===== src/rtl/cp0_pkg.sv =====
// rtl/cp0_pkg.sv - shared constants and types for the CP0 exception controller
package cp0_pkg;

    // Cause.ExcCode values
    localparam logic [4:0] EXC_INT  = 5'd0;
    localparam logic [4:0] EXC_ADEL = 5'd4;
    localparam logic [4:0] EXC_ADES = 5'd5;
    localparam logic [4:0] EXC_SYS  = 5'd8;
    localparam logic [4:0] EXC_BP   = 5'd9;
    localparam logic [4:0] EXC_RI   = 5'd10;
    localparam logic [4:0] EXC_OV   = 5'd12;

    // ex_flags bit indices; bit order is also the priority order below the interrupt
    localparam int NUM_EX_FLAGS = 7;
    localparam int FLG_ADEL_IF  = 0;
    localparam int FLG_RI       = 1;
    localparam int FLG_OV       = 2;
    localparam int FLG_SYS      = 3;
    localparam int FLG_BP       = 4;
    localparam int FLG_ADEL_LD  = 5;
    localparam int FLG_ADES     = 6;

    // Cause field bit positions
    localparam int CAUSE_BD     = 31;
    localparam int CAUSE_IP_HI  = 15;
    localparam int CAUSE_IP_LO  = 8;
    localparam int CAUSE_EXC_HI = 6;
    localparam int CAUSE_EXC_LO = 2;

    typedef enum logic [1:0] {
        RUN  = 2'd0,
        EXC  = 2'd1,
        ERET = 2'd2
    } cp0_state_t;

    // Source for BadVAddr on a take
    typedef enum logic [1:0] {
        BV_NONE = 2'd0,
        BV_PC   = 2'd1,
        BV_DATA = 2'd2
    } bv_sel_t;

endpackage


===== src/rtl/cp0_exc_prio.sv =====
// rtl/cp0_exc_prio.sv - fixed-priority exception/interrupt winner select
// Ports:
//   int_req      in   pending enabled interrupt (highest priority)
//   ex_flags     in   synchronous exception flags from commit
//   take         out  some source is requesting a take
//   exc_code     out  ExcCode of the winner
//   badvaddr_sel out  which value BadVAddr captures for the winner
module cp0_exc_prio
    import cp0_pkg::*;
(
    input  logic                    int_req,
    input  logic [NUM_EX_FLAGS-1:0] ex_flags,
    output logic                    take,
    output logic [4:0]              exc_code,
    output bv_sel_t                 badvaddr_sel
);

    always_comb begin
        take         = 1'b1;
        exc_code     = EXC_INT;
        badvaddr_sel = BV_NONE;
        if (int_req) begin
            exc_code = EXC_INT;
        end else if (ex_flags[FLG_ADEL_IF]) begin
            exc_code     = EXC_ADEL;
            badvaddr_sel = BV_PC;
        end else if (ex_flags[FLG_RI]) begin
            exc_code = EXC_RI;
        end else if (ex_flags[FLG_OV]) begin
            exc_code = EXC_OV;
        end else if (ex_flags[FLG_SYS]) begin
            exc_code = EXC_SYS;
        end else if (ex_flags[FLG_BP]) begin
            exc_code = EXC_BP;
        end else if (ex_flags[FLG_ADEL_LD]) begin
            exc_code     = EXC_ADEL;
            badvaddr_sel = BV_DATA;
        end else if (ex_flags[FLG_ADES]) begin
            exc_code     = EXC_ADES;
            badvaddr_sel = BV_DATA;
        end else begin
            take = 1'b0;
        end
    end

endmodule


===== src/rtl/cp0_exc_ctrl.sv =====
// rtl/cp0_exc_ctrl.sv - CP0 Cause/EPC/BadVAddr/EXL owner with flush and fetch redirect
// Ports:
//   clk, reset (sync, active-low)
//   ex_valid, ex_flags, ex_pc, ex_bd, ex_badvaddr, eret  commit-stage inputs
//   hw_int, status_ie, status_im                           interrupt sources/masks
//   cause_we, cause_wdata                                  MTC0 Cause (IP[1:0] only)
//   cause, epc, badvaddr, exl                              architectural state
//   flush, redirect_valid, redirect_pc, busy               pipeline control
module cp0_exc_ctrl
    import cp0_pkg::*;
#(
    parameter logic [31:0] EXC_VECTOR = 32'hBFC0_0380,
    parameter int          NUM_HW_INT = 6
) (
    input  logic                    clk,
    input  logic                    reset,
    input  logic                    ex_valid,
    input  logic [NUM_EX_FLAGS-1:0] ex_flags,
    input  logic [31:0]             ex_pc,
    input  logic                    ex_bd,
    input  logic [31:0]             ex_badvaddr,
    input  logic                    eret,
    input  logic [NUM_HW_INT-1:0]   hw_int,
    input  logic                    status_ie,
    input  logic [7:0]              status_im,
    input  logic                    cause_we,
    input  logic [31:0]             cause_wdata,
    output logic [31:0]             cause,
    output logic [31:0]             epc,
    output logic [31:0]             badvaddr,
    output logic                    exl,
    output logic                    flush,
    output logic                    redirect_valid,
    output logic [31:0]             redirect_pc,
    output logic                    busy
);

    cp0_state_t            state_q, state_d;
    logic [NUM_HW_INT-1:0] ip_hw_q;
    logic [1:0]            ip_sw_q;
    logic                  bd_q;
    logic [4:0]            exc_code_q;
    logic [31:0]           epc_q;
    logic [31:0]           badvaddr_q;
    logic                  exl_q;

    logic [7:0]  ip;
    logic        int_req;
    logic        prio_take;
    logic [4:0]  prio_code;
    bv_sel_t     prio_bv_sel;
    logic        take_exc;
    logic        take_eret;

    // Only Cause[9:8] are writable by software
    logic unused_cause_wdata;
    assign unused_cause_wdata = ^{cause_wdata[31:10], cause_wdata[7:0]};

    assign ip      = {ip_hw_q, ip_sw_q};
    assign int_req = status_ie & ~exl_q & (|(ip & status_im));

    cp0_exc_prio u_prio (
        .int_req      (int_req),
        .ex_flags     (ex_flags),
        .take         (prio_take),
        .exc_code     (prio_code),
        .badvaddr_sel (prio_bv_sel)
    );

    // Commit-slot inputs only matter in RUN; an exception suppresses a same-cycle ERET
    assign take_exc  = (state_q == RUN) & ex_valid & prio_take;
    assign take_eret = (state_q == RUN) & ex_valid & eret & ~prio_take;

    always_ff @(posedge clk) begin
        if (!reset) begin
            state_q    <= RUN;
            ip_hw_q    <= '0;
            ip_sw_q    <= 2'b00;
            bd_q       <= 1'b0;
            exc_code_q <= 5'd0;
            epc_q      <= 32'd0;
            badvaddr_q <= 32'd0;
            exl_q      <= 1'b0;
        end else begin
            state_q <= state_d;
            ip_hw_q <= hw_int;
            if (cause_we) begin
                ip_sw_q <= cause_wdata[9:8];
            end
            if (take_exc) begin
                exc_code_q <= prio_code;
                // Nested takes keep the original return point
                if (!exl_q) begin
                    epc_q <= ex_bd ? (ex_pc - 32'd4) : ex_pc;
                    bd_q  <= ex_bd;
                end
                exl_q <= 1'b1;
                case (prio_bv_sel)
                    BV_PC:   badvaddr_q <= ex_pc;
                    BV_DATA: badvaddr_q <= ex_badvaddr;
                    default: ;
                endcase
            end else if (take_eret) begin
                exl_q <= 1'b0;
            end
        end
    end

    always_comb begin
        state_d        = state_q;
        flush          = 1'b0;
        redirect_valid = 1'b0;
        redirect_pc    = 32'd0;
        case (state_q)
            RUN: begin
                if (take_exc) begin
                    state_d = EXC;
                end else if (take_eret) begin
                    state_d = ERET;
                end
            end
            EXC: begin
                flush          = 1'b1;
                redirect_valid = 1'b1;
                redirect_pc    = EXC_VECTOR;
                state_d        = RUN;
            end
            ERET: begin
                flush          = 1'b1;
                redirect_valid = 1'b1;
                redirect_pc    = epc_q;
                state_d        = RUN;
            end
            default: state_d = RUN;
        endcase
    end

    assign cause    = {bd_q, 15'd0, ip_hw_q, ip_sw_q, 1'b0, exc_code_q, 2'b00};
    assign epc      = epc_q;
    assign badvaddr = badvaddr_q;
    assign exl      = exl_q;
    assign busy     = (state_q != RUN);

endmodule


===== config.mk =====
export PLATFORM = sky130hd
export DESIGN_NAME = cp0_exc_ctrl
export DESIGN_NICKNAME = d
export VERILOG_FILES = /design/src/rtl/cp0_pkg.sv /design/src/rtl/cp0_exc_prio.sv /design/src/rtl/cp0_exc_ctrl.sv
export SDC_FILE = /design/constraint.sdc
export NUM_CORES = 1
export LEC_CHECK = 0
export CELL_PAD_IN_SITES_DETAIL_PLACEMENT = 1
export CELL_PAD_IN_SITES_GLOBAL_PLACEMENT = 2
export CORE_ASPECT_RATIO = 0.8
export CORE_MARGIN = 2
export CORE_UTILIZATION = 22
export DETAILED_ROUTE_END_ITERATION = 6
export MAX_ROUTING_LAYER = met4
export PLACE_DENSITY = 0.93
export SYNTH_ARGS = -nofsm -noshare
export SYNTH_HDL_FRONTEND = slang
export SYNTH_SLANG_ARGS = --single-unit

===== constraint.sdc =====
create_clock -name clk -period 5.3 [get_ports clk]
set_input_delay 1.06 -clock clk [delete_from_list [all_inputs] [get_ports clk]]
set_output_delay 1.06 -clock clk [all_outputs]
set_load 0.005 [all_outputs]

* Yosys cells after proc, flatten, opt, wreduce, memory -nomap -nowiden
Index checks and enable logic that the tools add are counted.
** Cells by class
- $add $sub $neg :: 1
- Eq/ne operators :: 4
- Mux-type cells :: 32
- Bitwise operators :: 11
- Reduce and logical (&&, ||, !) cells :: 10
** Operators by type and width (count)
- 32-bit case mux with 2 select lines :: 2
- 5-bit 2-to-1 mux :: 7
- 32-bit 2-to-1 mux :: 1
- 32-bit by 3-bit subtractor with 32-bit output, second input constant :: 1
- 2-bit 2-to-1 mux :: 8
- 1-bit 2-to-1 mux :: 13
- 8-bit bitwise AND :: 1
- 8-bit OR reduction :: 1
- 1-bit bitwise AND :: 6
- 2-bit AND reduction :: 3
- 2-bit nonzero test :: 3
- 2-bit by 1-bit equality test with 1-bit output, second input constant :: 2
- 2-bit equality test, second input constant :: 2
- 1-bit inverter :: 4
- 3-bit 2-to-1 mux :: 1
- 3-bit OR reduction :: 1
- 2-bit zero test :: 1
- 2-bit OR reduction :: 1
** Word-level totals
- Register bits :: 81

* Depth between registers and ports, before layout
Gate-level depths: netlist of run 1.
- Depth after elaboration :: 12
- Depth in mapped cells :: 9
- Mapped depth without buffers :: 7

* By module
A second synthesis of run 1 with hierarchy kept.
** Unflattened totals
- Cell total of the unflattened synthesis :: 511
- Area total of the unflattened synthesis :: 4337.9 um2
** By module, submodules not included
- cp0_exc_ctrl :: instances 1, cells an instance 493, area an instance 4236.6 um2, sequential area each 1621.6 um2
- cp0_exc_prio :: instances 1, cells an instance 18, area an instance 101.3 um2, sequential area each 0.0 um2

* Least setup slack after synthesis of run 1
Ideal clock, no wire load.
- Kind :: input -> register
- Start point :: input ex_flags[1]
- End point :: register badvaddr_q[5] (netlist: badvaddr[5])
- Setup time :: 0.116 ns
- Data arrival time :: 3.326 ns
- Slack :: 1.858 ns
- Stages :: 8
- Path buffers :: 2
- Cell sequence :: or4_1 -> nor4b_1 -> ha_1 -> clkbuf_1 -> clkbuf_1 -> mux2i_1 -> nand2_1 -> o211a_1
** Between the ends
- Longest elaborated chain between the ends :: 6
** RTL lines
- start: declaration :: line cp0_exc_ctrl.sv:18 : input logic [NUM_EX_FLAGS-1:0] ex_flags,
- 2-bit 2-to-1 mux :: line cp0_exc_prio.sv:27 : end else if (ex_flags[FLG_RI]) begin
- 2-bit 2-to-1 mux :: line cp0_exc_prio.sv:24 : end else if (ex_flags[FLG_ADEL_IF]) begin
- 2-bit 2-to-1 mux :: line cp0_exc_prio.sv:22 : if (int_req) begin
- 2-bit equality test / 2-bit by 1-bit equality test with 1-bit output (equally long branches) :: line cp0_exc_ctrl.sv:98 : case (prio_bv_sel)
- 2-bit nonzero test (no line)
- 2-bit AND reduction (no line)
- end signal: assignment :: line cp0_exc_ctrl.sv:99 : BV_PC: badvaddr_q <= ex_pc;
- end signal: assignment :: line cp0_exc_ctrl.sv:100 : BV_DATA: badvaddr_q <= ex_badvaddr;
- end: declaration :: line cp0_exc_ctrl.sv:44 : logic [31:0] badvaddr_q;
Parallel ways exist; a longest one is shown, timed or not.
A chain may end at the register's enable or synchronous reset.

* Worst setup path after layout of run 1
Ends and elaborated chain as after synthesis.

==> run metrics, run 1 <==
Post CTS Setup Buffer Count=0; initial antenna violation count=0; most common cell after layout, fill and taps aside=clkdlybuf4s50_1; ANT nets after route=0; gr usage total=15.28%; crit-path max FO=32; P per Cell Area=265.9 mW/mm2; nets=802; met3 Use GR=3.846%; initial core utilization=22.27%; WHS=0.4575 ns; via/cell ratio=4.491; Residual DRC=0; # hold bufs at CTS=0; VDD IR max=126.4 uV; Die X=161.8 um; area of the multi-input gates=0.002541 mm2; total iterations of the first detailed-routing run=4; Combinational Power Share=24.3%; Critical Path RT=5.53 ns; number of global-route vias before repair=4,317; Synth Warn #=0; Max Fclk=0.2734 GHz; Sink Count=80; Final period util=69.01%; root buf cell=clkbuf_16; hpwl dp=11.82 mm; switching share of power=26.74%; slew margin rel.=28.06%; Resize count post-CTS=0; per-cell routed wire length=16.69 um; layout cells sized above 1=5.022%; core area=0.01968 mm2; most frequent cells in the layout=clkdlybuf4s50_1, dfxtp_1, nand2_1, o211a_1, mux2i_1; main flop type after synthesis=dfxtp_1; Critical Path End Type=register; Layout fillers=2,267; die area=0.02107 mm2; H-tree depth=3; first-pass GRT wire length=24.14 mm; Hold Path Class=reg -> reg; met2 Resource Use GR=24.71%; sequential fraction of the synthesis area=36.54%; Clock Tree Buf Depth=2; clk slew on worst S/H paths=0.06 ns; Synth Cell Area=0.004383 mm2; largest net degree at the start of global routing=50; Layout area overhead=57.89%; number of buffers created by CTS=9; Period minus WS final=3.658 ns; Cells after Synth=487; gr ovfl total=0; DIE HEIGHT=130.2 um; met1 Use GR=19.40%; WP data arrival=3.88 ns; Initial DRC Count=126; final antenna diode count=0; Int Power=0.001348 W; Worst setup SP type=input port; NetSw=0.0004920 W; gr busiest metal=met2; Clock Latency Late Sink=0.34 ns; fraction of registers with async set/reset=0%; port bufs=206; GPL Wtd Cong=0.7436; Leak Pwr=2.810 nW; Ports=256; Max Cap Viol=0; Site Rows=46; via count of the routed design=4,226; fin. max-slew vios=0; number of synthesized flops with an enable pin=0; critical path class=in -> reg; Final Hold Vio Count=0; total negative slack=0 ns; flops & latches, synth=80; clock skew=0.008038 ns; RSZ-0062 raised after global routing=false; final setup fails=0; CTS tree=yes; Unique masters post-synth=45; Avg Synthesized Cell Area=9.000 um2; Clk pwr share=37.1%; final WL=15.71 mm; Sequential Power Share=38.6%; outcome=completed; Worst-Margin Slew=1.079 ns; Reg area=0.001602 mm2
## synthesized netlist by cell type (13+ instances only)
library cell	instances	share of area [%]
xnor2_1	18	3.6
mux2i_1	36	8.2
nor3_1	13	1.5
dfxtp_1	80	37
a21oi_1	32	3.7
nand2_1	54	4.6
clkbuf_1	29	2.5
and2_1	26	3.7
nor2b_1	19	2.7
o21ai_0	20	2.3
buf_4	21	3.6
o211a_1	44	10
## final cells by class
type                            instances  share of cell area (%)
Multi-Input combinational cell        363                   36.72
Timing Repair Buffer                  212                   30.37
Sequential cell                        80                   23.14
Tap cell                              264                   4.773
Clock buffer                           11                   3.508
Clock inverter                          5                   1.157
Inverter                                6                  0.3254
## per-stage QoR
| stage | worst slack [ns] | cell area (um2) | utilization, % | power, W | cells |
|---|---|---|---|---|---|
| 6_report | 1.642 | 6920 | 35.16 | 0.001840 | 941 |
| 5_1_grt | 1.425 | 6920 | 35.16 | 0.001948 | 941 |
| 4_1_cts | 1.564 | 6920 | 35.16 | 0.001880 | 941 |
| 3_5_place_dp | 1.266 | 6598 | 33.52 | 0.001177 | 925 |
| 3_3_place_gp | 1.291 | 6598 | 33.52 | 0.001167 | 925 |
| 2_1_floorplan | 1.858 | 4451 | - | 0.0009012 | 505 |
## cell families after synthesis
kind of cell / synth area share (%)
AOI/OAI and AO/OA: 19.07
xor gates and xnor gates: 5.595
adders and majority gates: 1.713
buffers and inverters: 7.565
DFF: 36.54
muxes: 8.222
other: 0.08556
and+or+nand+nor: 21.21
## flip-flops by register name (all words and copies together), names as in the netlist
| register | count |
|---|---|
| epc | 32 |
| exc_code_q | 4 |
| ip_hw_q | 6 |
| bd_q | 1 |
| state_q | 2 |
| ip_sw_q | 2 |
| exl | 1 |
| badvaddr | 32 |
## worst paths after layout
| check | from | to | slack [ns] | cells after the start |
|---|---|---|---|---|
| max | ex_flags[1] | badvaddr[5] | 1.64 | 8 |
| min | exc_code_q[2] | exc_code_q[2] | 0.46 | 2 |
| max reg2reg | ip_sw_q[0] | badvaddr[5] | 2.56 | 8 |
| min reg2reg | exc_code_q[2] | exc_code_q[2] | 0.46 | 2 |
## per-layer routing
metal,vias to the layer above,part of all wire [%]
li1,2053,-
met1,2027,48
met2,140,46
met3,6,5.5
met4,0,0.71
met5,-,0
## critical path: stages
cell and delay [ns]:
clkdlybuf4s50_1 0.46, or4_1 0.64, nor4b_1 0.44, ha_2 0.26
buf_4 0.50, mux2i_1 0.27, nand2_1 0.09, o211a_1 0.15
## power groups by stage
| stage | Clock [W] | Combinational [W] | Sequential [W] |
|---|---|---|---|
| CTS | 0.000713 | 0.000456 | 0.000711 |
| finish | 0.000683 | 0.000447 | 0.000710 |
| global placement | 0 | 0.000445 | 0.000722 |
| global route | 0.000738 | 0.000492 | 0.000719 |
| detailed placement | 0 | 0.000453 | 0.000723 |
| floorplan | 0 | 0.000185 | 0.000716 |
(Power assumes the default switching activity.)
==> run 2: changes to the inputs <==
- CORE_UTILIZATION: 22 -> 19
- PLACE_DENSITY: 0.93 -> 0.86
- clock period: 5.3 -> 3.1 ns (I/O delays scaled with it)
==> run 2 against run 1 <==
Global-route usage shrank 0.89 points. Die area grew 15%. Via count grew 3.9%. Total power grew 69%. First-iteration DRC count shrank 18%. Critical path depth grew 1. Critical path type unchanged. Cell count grew 7.5%. Sequential power grew 70%. Clock-buffer cell count shrank 1. Core utilization shrank 3.0 points. Hold slack gained 0.0049 ns. Largest power group unchanged. Clock power grew 57%.
==> run metrics, run 2 (synthesis results as in run 1) <==
layout cells sized above 1=9.065% (+4.0 points); initial antenna violation count=0 (unchanged); WHS=0.4623 ns (+0.004871 ns); most frequent cells in the layout=clkdlybuf4s50_1, dfxtp_1, nand2_1, o211a_1, mux2i_1; gr ovfl total=0 (unchanged); via count of the routed design=4,391 (+3.9%); Leak Pwr=2.963 nW (+5.4%); most common cell after layout, fill and taps aside=clkdlybuf4s50_1; Final Hold Vio Count=0 (unchanged); port bufs=206 (unchanged); Final period util=91.85%; # hold bufs at CTS=0 (unchanged); total iterations of the first detailed-routing run=4 (unchanged); Initial DRC Count=103 (-18%); number of buffers created by CTS=9 (unchanged); Clock Latency Late Sink=0.35 ns (about the same); critical path class=in -> reg; clock skew=0.007837 ns (-0.0002002 ns); design area=0.007244 mm2 (+4.7%); per-cell routed wire length=16.95 um (+1.6%); Power Total=0.003106 W (+69%); Residual DRC=0 (unchanged); Site Rows=49 (+6.5%); largest net degree at the start of global routing=39 (-22%); gr usage total=14.40% (-0.89 points); slew margin rel.=56.85% (+29 points); Hold Path Class=reg -> reg; Max Cap Viol=0 (unchanged); hpwl dp=13.32 mm (+13%); Post-Layout Cell Count=1,012 (+7.5%); initial core utilization=19.43% (-2.8 points); WP data arrival=3.08 ns (-0.80 ns); Max Fclk=0.3512 GHz; first-pass GRT wire length=26.34 mm (+9.1%); final setup fails=0 (unchanged); Sink Count=80 (unchanged); final antenna diode count=0 (unchanged); H-tree depth=3 (unchanged); Period minus WS final=2.847 ns; Critical Path End Type=register; Post-DP Area=0.006950 mm2 (+5.3%); root buf cell=clkbuf_16; clk slew on worst S/H paths=0.06 ns (about the same); Ports=256 (unchanged); Critical Path RT=3.33 ns (-2.20 ns); ANT nets after route=0 (unchanged); VDD IR max=229.3 uV (+82%); nets=832 (+3.7%); DP Cell Count=997 (+7.8%); GPL Wtd Cong=0.7540 (+1.4%); Worst-Margin Slew=0.6472 ns (-0.4320 ns); Clock Tree Buf Depth=2 (unchanged); reg-to-reg slack, setup=0.80 ns (-1.76 ns); fin. max-slew vios=0 (unchanged); Worst setup SP type=input port; via/cell ratio=4.339 (-3.4%); outcome=completed; P per Cell Area=428.7 mW/mm2 (+61%); CTS tree=yes; crit-path max FO=38 (+19%); Die X=173.8 um (+7.4%); Layout area overhead=65.29%; Post CTS Setup Buffer Count=0 (unchanged); die area=0.02431 mm2 (+15%); core area=0.02256 mm2 (+15%); DIE HEIGHT=139.8 um (+7.4%); final WL=17.15 mm (+9.2%); number of global-route vias before repair=4,541 (+5.2%); RSZ-0062 raised after global routing=false
run 2: critical path, stage by stage:
cell and delay, ns:
clkdlybuf4s50_1 0.42, or4_1 0.59, nor4b_2 0.28, buf_4 0.15, ha_2 0.27, a211oi_4 0.28, buf_12 0.24, nand2_1 0.08
o211a_1 0.12
run 2: final cells by class:
type / count / area [um2]
inverters: 6 / 22.52
repair buffers: 242 / 2402
fillers: 2620 / 15320
multi-input cells: 363 / 2547
flip-flops and latches: 80 / 1602
clock inverters: 5 / 58.81
well taps: 306 / 382.9
clock buffers: 10 / 229.0
run 2: per-stage QoR:
step	utilization [%]	setup TNS [ns]	worst slack (ns)
after CTS	32.08	0	0.2159
after detailed placement	30.81	-3.184	-0.1318
final	32.11	0	0.2527
after global routing	32.11	0	0.09654
after global placement	30.81	-4.264	-0.1618
after floorplan	-	0	0.09762
run 2: final timing paths:
| kind | endpoint | start | cells after the start |
|---|---|---|---|
| setup / recovery | badvaddr[23] | ex_flags[1] | 9 |
| hold / removal | exc_code_q[2] | exc_code_q[2] | 2 |
| setup reg to reg | badvaddr[23] | ip_hw_q[1] | 9 |
| hold reg to reg | exc_code_q[2] | exc_code_q[2] | 2 |
run 2: power breakdown:
part           total [W]  internal (W)  leakage [nW]  switching, W
sequential       0.00121       0.00114         0.660     0.0000766
combinational   0.000820      0.000479          2.17      0.000341
clock            0.00107      0.000620         0.135      0.000454
run 2: timing repair:
action	in CTS	in global routing
gates resized for setup	0	1
endpoints found under the hold margin	0	0
setup endpoints to repair	0	1
run 2: per-layer routing:
layer	wire [um]	vias up	global-route usage (%)	share of wire, %
met1	7959	2101	17.92	46
met5	0	-	-	0
li1	-	2116	-	-
met2	7889	156	23.07	46
met3	1013	18	3.852	5.9
met4	292	0	3.804	1.7
==> patch (flow settings as in run 2) <==
Register the outputs `cause` and `busy`, with the module's reset; this adds one clock of latency there. The other outputs are not delayed to match.
--- a/src/rtl/cp0_exc_ctrl.sv
+++ b/src/rtl/cp0_exc_ctrl.sv
@@ -136,9 +136,16 @@
     end
 
-    assign cause    = {bd_q, 15'd0, ip_hw_q, ip_sw_q, 1'b0, exc_code_q, 2'b00};
     assign epc      = epc_q;
     assign badvaddr = badvaddr_q;
     assign exl      = exl_q;
-    assign busy     = (state_q != RUN);
+    always_ff @(posedge clk) begin
+        if (!reset) begin
+            cause <= '0;
+            busy  <= '0;
+        end else begin
+            cause <= {bd_q, 15'd0, ip_hw_q, ip_sw_q, 1'b0, exc_code_q, 2'b00};
+            busy  <= (state_q != RUN);
+        end
+    end
 
 endmodule
Behaviour: not the same (Yosys sat finds a counterexample within 4 cycles, from zero or initial values and one cycle with reset low).
==> patch against run 2 <==
- sequential cell count up 14
- wire length increased by 0.79%
- critical path depth fell by 1
- non-clock buffer count down 8
- synthesized area grew 8.8%
- total power grew 13%
- design area is 5.1% higher
- worst setup slack lost 0.034 ns
- critical endpoint is now badvaddr[15]$_SDFFE_PN0P_
==> patch: results (changes against run 2) <==
| Metric | Value |
|---|---|
| Routability Congestion | 0.794 (+5.3%) |
| Post-placement cell area | 7310 sq um (+5.1%) |
| Commonest cells in the netlist | dfxtp_1, nand2_1, o211a_1 |
| Worst-path clk slew | 0.08 ns (+0.02 ns) |
| Clock Latency Late Sink | 0.35 ns (about the same) |
| Slew @ Worst Pin | 0.563 ns (-0.0842 ns) |
| Worst Hold Class | flip-flop to flip-flop |
| Pin count of the biggest net entering global routing | 39 (unchanged) |
| Clk_skew | 0.00708 ns (-0.000761 ns) |
| Max IR drop VDD | 0.000250 V (+9.2%) |
| Number of post-CTS setup repair buffers | 0 (unchanged) |
| Post-synth ARST share | 0% (unchanged) |
| H-tree depth | 3 (unchanged) |
| Top FF cell, synth | dfxtp_1 |
| Fillers | 2,835 (+8.2%) |
| CTS Root Cell | clkbuf_16 |
| Num CTS Buffers | 9 (unchanged) |
| CP Data Arrival Time | 3.13 ns (+0.05 ns) |
| Synth cell types | 45 (unchanged) |
| Final hold violation count | 0 (unchanged) |
| Clock Path Buffers | 2 (unchanged) |
| DRT iter0 DRCs | 143 (+39%) |
| Port Buf Inserts | 206 (unchanged) |
| Vias in the first global route | 4,648 (+2.4%) |
| Number of synthesized flops with an enable pin | 0 (unchanged) |
| Antenna violations before repair | 0 (unchanged) |
| Sequential area share after synthesis | 39.5% (+2.9 points) |
| First-pass GRT wire length | 26.8 mm (+1.6%) |
| Worst-path maximum fanout | 38 (unchanged) |
| Nets@finish | 847 (+1.8%) |
| Vias | 4,409 (+0.41%) |
| Tot GR Track Use | 13.5% (-0.85 points) |
| Slowest-stage cell, CP | or4_4 |
| Final wirelength | 17.3 mm (+0.79%) |
| Outcome | complete, no violations |
| DP Wirelength | 13.0 mm (-2.2%) |
| Share of layout cells above drive strength 1 | 10.7% (+1.6 points) |
| Main area contributors after synthesis | dfxtp_1, o211a_1, mux2i_1 |
| CP peak stage delay | 0.54 ns (-0.05 ns) |
| Detailed-router iteration count before antenna repair | 6 (+2) |
| Place WS | -0.302 ns (-0.170 ns) |
| Leak Pwr | 3.06 nW (+3.2%) |
| Warning count from the yosys run | 0 (unchanged) |
## patch: cell types whose count changed in the layout (fill, tap and decap cells not counted), sizes merged, moves of 3 or more
| cell | before | now |
|---|---|---|
| o211a | 44 | 41 |
| buf | 37 | 29 |
| nand3 | 9 | 3 |
| dfxtp | 80 | 94 |
| and2 | 26 | 39 |
| inv | 6 | 11 |
## patch: what timing repair did
action / CTS / global route
gates resized for setup: 0 / 1
setup endpoints to repair: 0 / 26
hold endpoints to repair: 0 / 0
## patch: kinds of logic (layout without fill, tap and decap cells)
logic type               after synthesis  count (layout)  synth area share, %
AO/OA/AOI/OAI                        114             114                 19.5
XOR/XNOR                              29              29                 5.33
adder cells (fa/ha/maj)                6               6                 1.57
buffers and inverters                 61             258                 7.03
flip-flops                            94              94                 39.5
multiplexers                          36              36                 7.56
other                                  1              20               0.0786
AND/OR/NAND/NOR                      166             166                 19.5
## patch: final timing paths
kind | to | from | slack [ns] | depth (start not counted)
setup / recovery | badvaddr[15]$_SDFFE_PN0P_ | ex_flags[4] | 0.22 | 8
hold / removal | cause[2]$_SDFF_PN0_ | exc_code_q[0]$_SDFFE_PN0P_ | 0.46 | 2
setup reg to reg | badvaddr[15]$_SDFFE_PN0P_ | ip_sw_q[0]$_SDFFE_PN0P_ | 0.76 | 8
hold reg to reg | cause[2]$_SDFF_PN0_ | exc_code_q[0]$_SDFFE_PN0P_ | 0.46 | 2
## patch: metal layers
metal  track usage [%]  share of wire, %  vias up
met2              21.3                45      134
li1                  -                 -     2167
met5                 -                 0        -
met4              2.89              0.91        0
met3              4.08               6.2       11
met1              17.1                47     2097
## patch: metrics by stage
step | utilization (%) | power (mW) | setup TNS [ns] | cells
2_1_floorplan | - | 1.85 | 0 | 525
3_3_place_gp | 29.8 | 2.40 | -5.77 | 1024
3_5_place_dp | 29.8 | 2.42 | -8.38 | 1024
4_1_cts | 31.0 | 3.59 | 0 | 1040
5_1_grt | 31.1 | 3.72 | 0 | 1040
6_report | 31.1 | 3.52 | 0 | 1041
## patch: where the power goes
part,internal [mW],switching (mW)
Combinational,0.539,0.407
Clock,0.573,0.566
Sequential,1.34,0.0950
Total,2.45,1.07
## patch: worst max-delay path, delay by kind of cell
family	cells	cell delay (ns)
adder cells (fa/ha/maj)	1	0.36
AND/OR/NAND/NOR	3	0.96
buffers and inverters	2	0.69
AO/OA/AOI/OAI	2	0.46
## patch: layout make-up
type	instances	area, sq um	share of cell area, %
flip-flops and latches	94	1880	24.7
inverters	8	30.0	0.394
well taps	318	398	5.22
repair buffers	234	2350	30.9
diodes	1	2.50	0.0329
multi-input cells	370	2650	34.8
clock buffers	9	225	2.96
clock inverters	7	76.3	1.00
